**config.mk**
```make
export PLATFORM = sky130hd
export DESIGN_NAME = chicken_judge_flat
export DESIGN_NICKNAME = d
export VERILOG_FILES = /design/src/rtl/chicken_judge_if.sv /design/src/rtl/chicken_judge.sv /design/src/flat_wrapper.sv
export SDC_FILE = /design/constraint.sdc
export NUM_CORES = 1
export LEC_CHECK = 0
export BUFFER_PORTS_ARGS = -buffer_cell sky130_fd_sc_hd__buf_2
export CAP_MARGIN = 10
export CORE_MARGIN = 2
export CORE_UTILIZATION = 60
export CTS_CLUSTER_DIAMETER = 30
export DETAILED_ROUTE_END_ITERATION = 10
export GPL_ROUTABILITY_DRIVEN = 1
export PLACE_DENSITY_LB_ADDON = 0.25
export SLEW_MARGIN = 20
export SYNTH_ARGS = -nofsm -noshare
export SYNTH_HDL_FRONTEND = slang
export SYNTH_SLANG_ARGS = --single-unit
```
**constraint.sdc**
```tcl
create_clock -name clk -period 13.51 [get_ports clk]
set_input_delay 0.6755 -clock clk [delete_from_list [all_inputs] [get_ports clk]]
set_output_delay 0.6755 -clock clk [all_outputs]
set_load 0.02 [all_outputs]
```
**src/rtl/chicken_judge_if.sv**
```systemverilog
// Request/result bundle between the game control FSM and chicken_judge.
interface chicken_judge_if;
    logic        start;
    logic [3:0]  num_players;
    logic [3:0]  seed;
    logic        req;
    logic [3:0]  card;
    logic        done;
    logic        go;
    logic        win;
    logic        err;
    logic        busy;
    logic [1:0]  cur_player;
    logic [19:0] pos_flat;

    modport master (
        output start, num_players, seed, req, card,
        input  done, go, win, err, busy, cur_player, pos_flat
    );

    modport slave (
        input  start, num_players, seed, req, card,
        output done, go, win, err, busy, cur_player, pos_flat
    );
endinterface

```
**src/rtl/chicken_judge.sv**
```systemverilog
// Game-rule responder: checks a revealed card against the tile ahead of the
// current chicken, moves it (hopping occupied tiles) and owns all board state.
module chicken_judge #(
    parameter int unsigned TRACK_LEN = 24,
    parameter int unsigned NUM_PIC   = 12
) (
    input  logic           clk,
    input  logic           rst,
    chicken_judge_if.slave bus
);
    localparam int unsigned POS_W     = 5;
    localparam int unsigned MAX_PLAY  = 4;
    localparam int unsigned SPACING   = TRACK_LEN / 4;
    localparam logic [POS_W-1:0] LAST_TILE = POS_W'(TRACK_LEN - 1);

    typedef enum logic [1:0] {IDLE, LOOKUP, HOP, DONE} state_t;
    state_t state, state_next;

    logic [POS_W-1:0] pos [MAX_PLAY];
    logic [POS_W-1:0] cand;
    logic [2:0]       count;
    logic [3:0]       seed_q;
    logic [3:0]       card_q;
    logic [1:0]       cur;
    logic             done, go, win, err, busy;

    logic [POS_W-1:0] cur_pos, step_pos;
    logic             card_bad, pic_hit, occupied;
    logic [1:0]       cur_next;

    function automatic logic [3:0] tile_pic(input logic [POS_W-1:0] i);
        return 4'((32'(i) * 32'd5 + 32'd3) % NUM_PIC);
    endfunction

    function automatic logic [3:0] card_pic(input logic [3:0] k, input logic [3:0] s);
        return 4'((32'(k) * 32'd7 + 32'(s)) % NUM_PIC);
    endfunction

    function automatic logic [POS_W-1:0] inc_pos(input logic [POS_W-1:0] p);
        return (p == LAST_TILE) ? '0 : p + POS_W'(1);
    endfunction

    // Match test and occupancy of the candidate tile by other active chickens.
    always_comb begin
        cur_pos  = pos[cur];
        step_pos = inc_pos(cur_pos);
        card_bad = card_q >= 4'(NUM_PIC);
        pic_hit  = card_pic(card_q, seed_q) == tile_pic(step_pos);
        occupied = 1'b0;
        for (int q = 0; q < int'(MAX_PLAY); q++) begin
            if (3'(q) < count && 2'(q) != cur && pos[q] == cand)
                occupied = 1'b1;
        end
        cur_next = (3'(cur) + 3'd1 >= count) ? 2'd0 : cur + 2'd1;
    end

    always_ff @(posedge clk) begin
        if (rst) state <= IDLE;
        else     state <= state_next;
    end

    always_comb begin
        state_next = state;
        if (bus.start) begin
            state_next = IDLE;
        end else begin
            case (state)
                IDLE:    if (bus.req && !win) state_next = LOOKUP;
                LOOKUP:  state_next = (card_bad || !pic_hit) ? DONE : HOP;
                HOP:     if (!occupied) state_next = DONE;
                DONE:    state_next = IDLE;
                default: state_next = IDLE;
            endcase
        end
    end

    // Board state and result flags; results land together with the done strobe.
    always_ff @(posedge clk) begin
        if (rst) begin
            count  <= 3'd1;
            seed_q <= '0;
            card_q <= '0;
            cand   <= '0;
            cur    <= '0;
            done   <= 1'b0;
            go     <= 1'b0;
            win    <= 1'b0;
            err    <= 1'b0;
            busy   <= 1'b0;
            for (int p = 0; p < int'(MAX_PLAY); p++) pos[p] <= POS_W'(32'(p) * SPACING);
        end else if (bus.start) begin
            if (bus.num_players == 4'd0)     count <= 3'd1;
            else if (bus.num_players > 4'd4) count <= 3'd4;
            else                             count <= 3'(bus.num_players);
            seed_q <= bus.seed % 4'(NUM_PIC);
            cur    <= '0;
            done   <= 1'b0;
            go     <= 1'b0;
            win    <= 1'b0;
            err    <= 1'b0;
            busy   <= 1'b0;
            for (int p = 0; p < int'(MAX_PLAY); p++) pos[p] <= POS_W'(32'(p) * SPACING);
        end else begin
            case (state)
                IDLE: begin
                    if (bus.req && !win) begin
                        card_q <= bus.card;
                        busy   <= 1'b1;
                    end
                end
                LOOKUP: begin
                    if (card_bad) begin
                        err  <= 1'b1;
                        go   <= 1'b0;
                        done <= 1'b1;
                    end else if (!pic_hit) begin
                        err  <= 1'b0;
                        go   <= 1'b0;
                        done <= 1'b1;
                        cur  <= cur_next;
                    end else begin
                        cand <= step_pos;
                    end
                end
                HOP: begin
                    if (occupied) begin
                        cand <= inc_pos(cand);
                    end else begin
                        pos[cur] <= cand;
                        go       <= 1'b1;
                        err      <= 1'b0;
                        done     <= 1'b1;
                        if (cand < cur_pos) win <= 1'b1;
                    end
                end
                DONE: begin
                    done <= 1'b0;
                    busy <= 1'b0;
                end
                default: ;
            endcase
        end
    end

    assign bus.done       = done;
    assign bus.go         = go;
    assign bus.win        = win;
    assign bus.err        = err;
    assign bus.busy       = busy;
    assign bus.cur_player = cur;
    assign bus.pos_flat   = {pos[3], pos[2], pos[1], pos[0]};
endmodule
```
**src/flat_wrapper.sv**
```systemverilog
// flat-port wrapper written by rule: the top's interface ports become plain ports
module chicken_judge_flat 
#(
    parameter int unsigned TRACK_LEN = 24,
    parameter int unsigned NUM_PIC   = 12
)
  (clk, rst, bus_start, bus_num_players, bus_seed, bus_req, bus_card, bus_done, bus_go, bus_win, bus_err, bus_busy, bus_cur_player, bus_pos_flat);
  chicken_judge_if bus_i ();
  input  logic clk;
  input  logic rst;
  input wire logic [$bits(bus_i.start)-1:0] bus_start;
  input wire logic [$bits(bus_i.num_players)-1:0] bus_num_players;
  input wire logic [$bits(bus_i.seed)-1:0] bus_seed;
  input wire logic [$bits(bus_i.req)-1:0] bus_req;
  input wire logic [$bits(bus_i.card)-1:0] bus_card;
  output wire logic [$bits(bus_i.done)-1:0] bus_done;
  output wire logic [$bits(bus_i.go)-1:0] bus_go;
  output wire logic [$bits(bus_i.win)-1:0] bus_win;
  output wire logic [$bits(bus_i.err)-1:0] bus_err;
  output wire logic [$bits(bus_i.busy)-1:0] bus_busy;
  output wire logic [$bits(bus_i.cur_player)-1:0] bus_cur_player;
  output wire logic [$bits(bus_i.pos_flat)-1:0] bus_pos_flat;
  assign bus_i.start = bus_start;
  assign bus_i.num_players = bus_num_players;
  assign bus_i.seed = bus_seed;
  assign bus_i.req = bus_req;
  assign bus_i.card = bus_card;
  assign bus_done = bus_i.done;
  assign bus_go = bus_i.go;
  assign bus_win = bus_i.win;
  assign bus_err = bus_i.err;
  assign bus_busy = bus_i.busy;
  assign bus_cur_player = bus_i.cur_player;
  assign bus_pos_flat = bus_i.pos_flat;
  chicken_judge #(.TRACK_LEN(TRACK_LEN), .NUM_PIC(NUM_PIC)) u_core (.clk(clk), .rst(rst), .bus(bus_i));
endmodule
```
==> impl_results.md <==
* Post-CTS Setup Bufs at 0
* Slew Limit Fails at 0
* Max-Cap Viols at 0
* Gp weighted congestion at 0.922
* Die area at 7870 um^2
* Fraction of registers with async set/reset at 0
* Crit Path Max Fanout at 8
* Yosys Warn Count at 0
* Hold slack at ~0.49 ns
* Clk pwr share at 0.220
* Post-CTS resize count at 0
* Area contributors post-synth: edfxtp_1 (14%), dfxtp_1 (13%), ha_1 (13%)
* Die W at 88.7 um
* Initial antenna violation count at 0
* WP buf/inv at 0
* Share of layout cells above drive strength 1 at 0.154
* Maximum VDD drop at 78.8 uV
* Detailed Route Iter0 Violations at 169
* Synth-to-Final Area Change at 8.08%
* Total CTS buffers at 5
* First-pass GRT wire length at 16000 um
* Post-synthesis cell count at 482
* Crit-path leading delay family: compound AO/OA/AOI/OAI gates
* Startpoint types: flip-flop
* Fin crit share at 0.495
* Placed cells at 601
* Count of final setup violators at 0
* Met3 wire length at around 470 um
* Crit-path most repeated cell: ha_1
* DR WL met2 at 5100 um
* Top post-synthesis cells by count: nor2_1 (46), ha_1 (43), inv_1 (32)
* Number of synthesized flops with an enable pin at 20
* Fill cells at 586
* Highest Clock Rate at 0.149 GHz
* Post-synthesis sequential area ratio at 0.265
* Mapped Nets at 548
* Worst-Margin Slew at 0.789 ns
* Routed Wire Length at 9960 um
* Power Dens Cells at 89.3 nW/um^2
* Post-Layout Cell Count at 609
* Largest net degree at the start of global routing at 19
* Setup_tns at 0 ns
* Clock-pin slew on the worst setup and hold paths at 0.09 ns
* Clock sink total at 47
* Synthesized area at between 4000 and 5000 um^2
* Unrepaired setup endpoints after global routing: no
* WS Path Type: flip-flop to flip-flop
* CP cell instances: mux4_2, ha_1, nand2_1, mux2_2, ha_1, ha_1, ha_1, and4_1, a22o_2, nor2_2, ha_1, or3_1, a22o_1, a311oi_1, a2bb2oi_2, xnor2_1, o311a_1, a211oi_4, o21a_1, mux2i_1, a31oi_1
* Antenna diode count at 0
* Global Route Usage Sum at 0.260
* Clk_lat worst skew at ~0.30 ns
* Most frequent cell after synthesis: nor2_1
* CTS tree: yes
* Final Util at 0.677
* Comb pwr share at 0.393
* Worst relative slew slack at 0.469
* Placed Area at approximately 4600 um^2
* Ports at 43
* CTS H-tree depth at 2
* Number of global-route vias before repair at 3532
* Final HPWL DP at 7710 um
* Area leader, netlist: edfxtp_1
* Routed via count at 3661
* Cts hold-fix bufs at 0
* Sequential Power Share at 0.387
* Initial DRT Pass Iterations at 4
* Final Hold Vio Count at 0
* Power, Total at 0.415 mW
* Switch share at 0.364
* Vias per std cell at about 6
* HP Class: flip-flop to flip-flop
* IO buf count at 42
* Fin crit period at 6.69 ns
* Most used DFF post-synth: dfxtp_1
* Setup ws final at 6.82 ns
* Uppermost layer routed: met4
* Synth Register Bits at 47
* Grt total ovfl at 0
* CP Data Required Time at ~14 ns
* Routed Antenna Nets at 0
* Worst EP arrival at slightly below 7 ns
* Worst Skew at 0.00605 ns
* # DRC at 0
* Share of the synthesized area in the top cell type at 0.140
* Slowest stage delay, CP at 0.61 ns
* Cell variety after synth at 76
* Slowest CP cell: mux4_2
* Sw power at 0.151 mW
* Clock Tree Root: clkbuf_8
* Crit end category: flip-flop
* Post-DR wirelength/cell at 16.4 um
* Starting density of the core at 0.627
* Design area at 4650 um^2
* Core area at 6870 um^2
* Outcome: complete, no violations
* CTS max path bufs at 2
* Leak at roughly 2 nW
* Setup WS pre-CTS at 6.85 ns
* Cell Int Power at roughly 0.26 mW
* Metal1 wirelength at 4140 um
* # rows at 30
* Final #Nets at 578
* Syn_area_per_cell at 8.93 um^2
* Die H at 88.7 um
==> layout by cell type, fill, tap and decap left out, drive strengths merged, types with 13 or more instances in the layout <==
master,Yosys,routed
a21oi,19,19
and3,14,14
buf,6,44
dfxtp,27,27
edfxtp,20,20
ha,43,43
inv,32,33
mux2i,14,14
nand2,23,23
nand2b,20,20
nand3,13,13
nor2,47,47
o21ai,18,18
xnor2,14,14
xor2,17,17
==> power groups by stage <==
stage | logic (mW) | registers, mW | clock network (mW)
floorplan | 0.133 | 0.163 | 0
global placement | 0.158 | 0.164 | 0
detailed placement | 0.162 | 0.164 | 0
CTS | 0.163 | 0.161 | 0.0929
global route | 0.181 | 0.161 | 0.0975
finish | 0.163 | 0.161 | 0.0914
==> sequential cells by signal, summed over array words and instances (netlist names), named ones only <==
name and count:
u_core.bus.err 1, u_core.bus.busy 1, u_core.card_q 4, u_core.seed_q 4
u_core.pos 20, u_core.cand 5, u_core.bus.go 1, u_core.count 3
u_core.bus.done 1, u_core.bus.cur_player 2, u_core.bus.win 1, u_core.state 2
==> layout make-up <==
type                            instances  area [um^2]  share of cell area
Clock buffer                            7         86.3              0.0186
Sequential cell                        47         1140               0.245
Tap cell                               96          120              0.0258
Timing Repair Buffer                   44          225              0.0484
Multi-Input combinational cell        381         2950               0.633
Inverter                               33          124              0.0266
Clock inverter                          1         8.76             0.00188
==> routing by layer <==
metal	global-route usage	vias up
met5	0	-
met4	0.0868	0
met3	0.0466	20
met2	0.478	100
met1	0.302	1727
li1	-	1814
==> cell families after synthesis <==
kind of cell,Yosys count,share of synthesized area
mux,21,0.0613
flops,47,0.265
compound gates,107,0.191
xor+xnor,31,0.0666
buf+inv,54,0.0503
fa+ha+maj,50,0.158
simple gates,172,0.208
==> worst min-delay path, stage by stage, from the launching register on <==
cell	delay (ns)
dfxtp_1	0.33
nand2b_1	0.07
a21oi_1	0.06
==> final timing paths <==
| kind | start | slack, ns | depth (start not counted) | endpoint |
|---|---|---|---|---|
| max reg2reg | flip-flop | 6.82 | 21 | u_core.cand[2]$_SDFFE_PP0P_ |
| min reg2reg | u_core.seed_q[3]$_SDFFE_PP0P_ | 0.49 | 2 | u_core.seed_q[3]$_SDFFE_PP0P_ |
| min | u_core.seed_q[3]$_SDFFE_PP0P_ | 0.49 | 2 | u_core.seed_q[3]$_SDFFE_PP0P_ |
| max | flip-flop | 6.82 | 21 | u_core.cand[2]$_SDFFE_PP0P_ |
No activity file was read; power rests on OpenSTA's default activity.
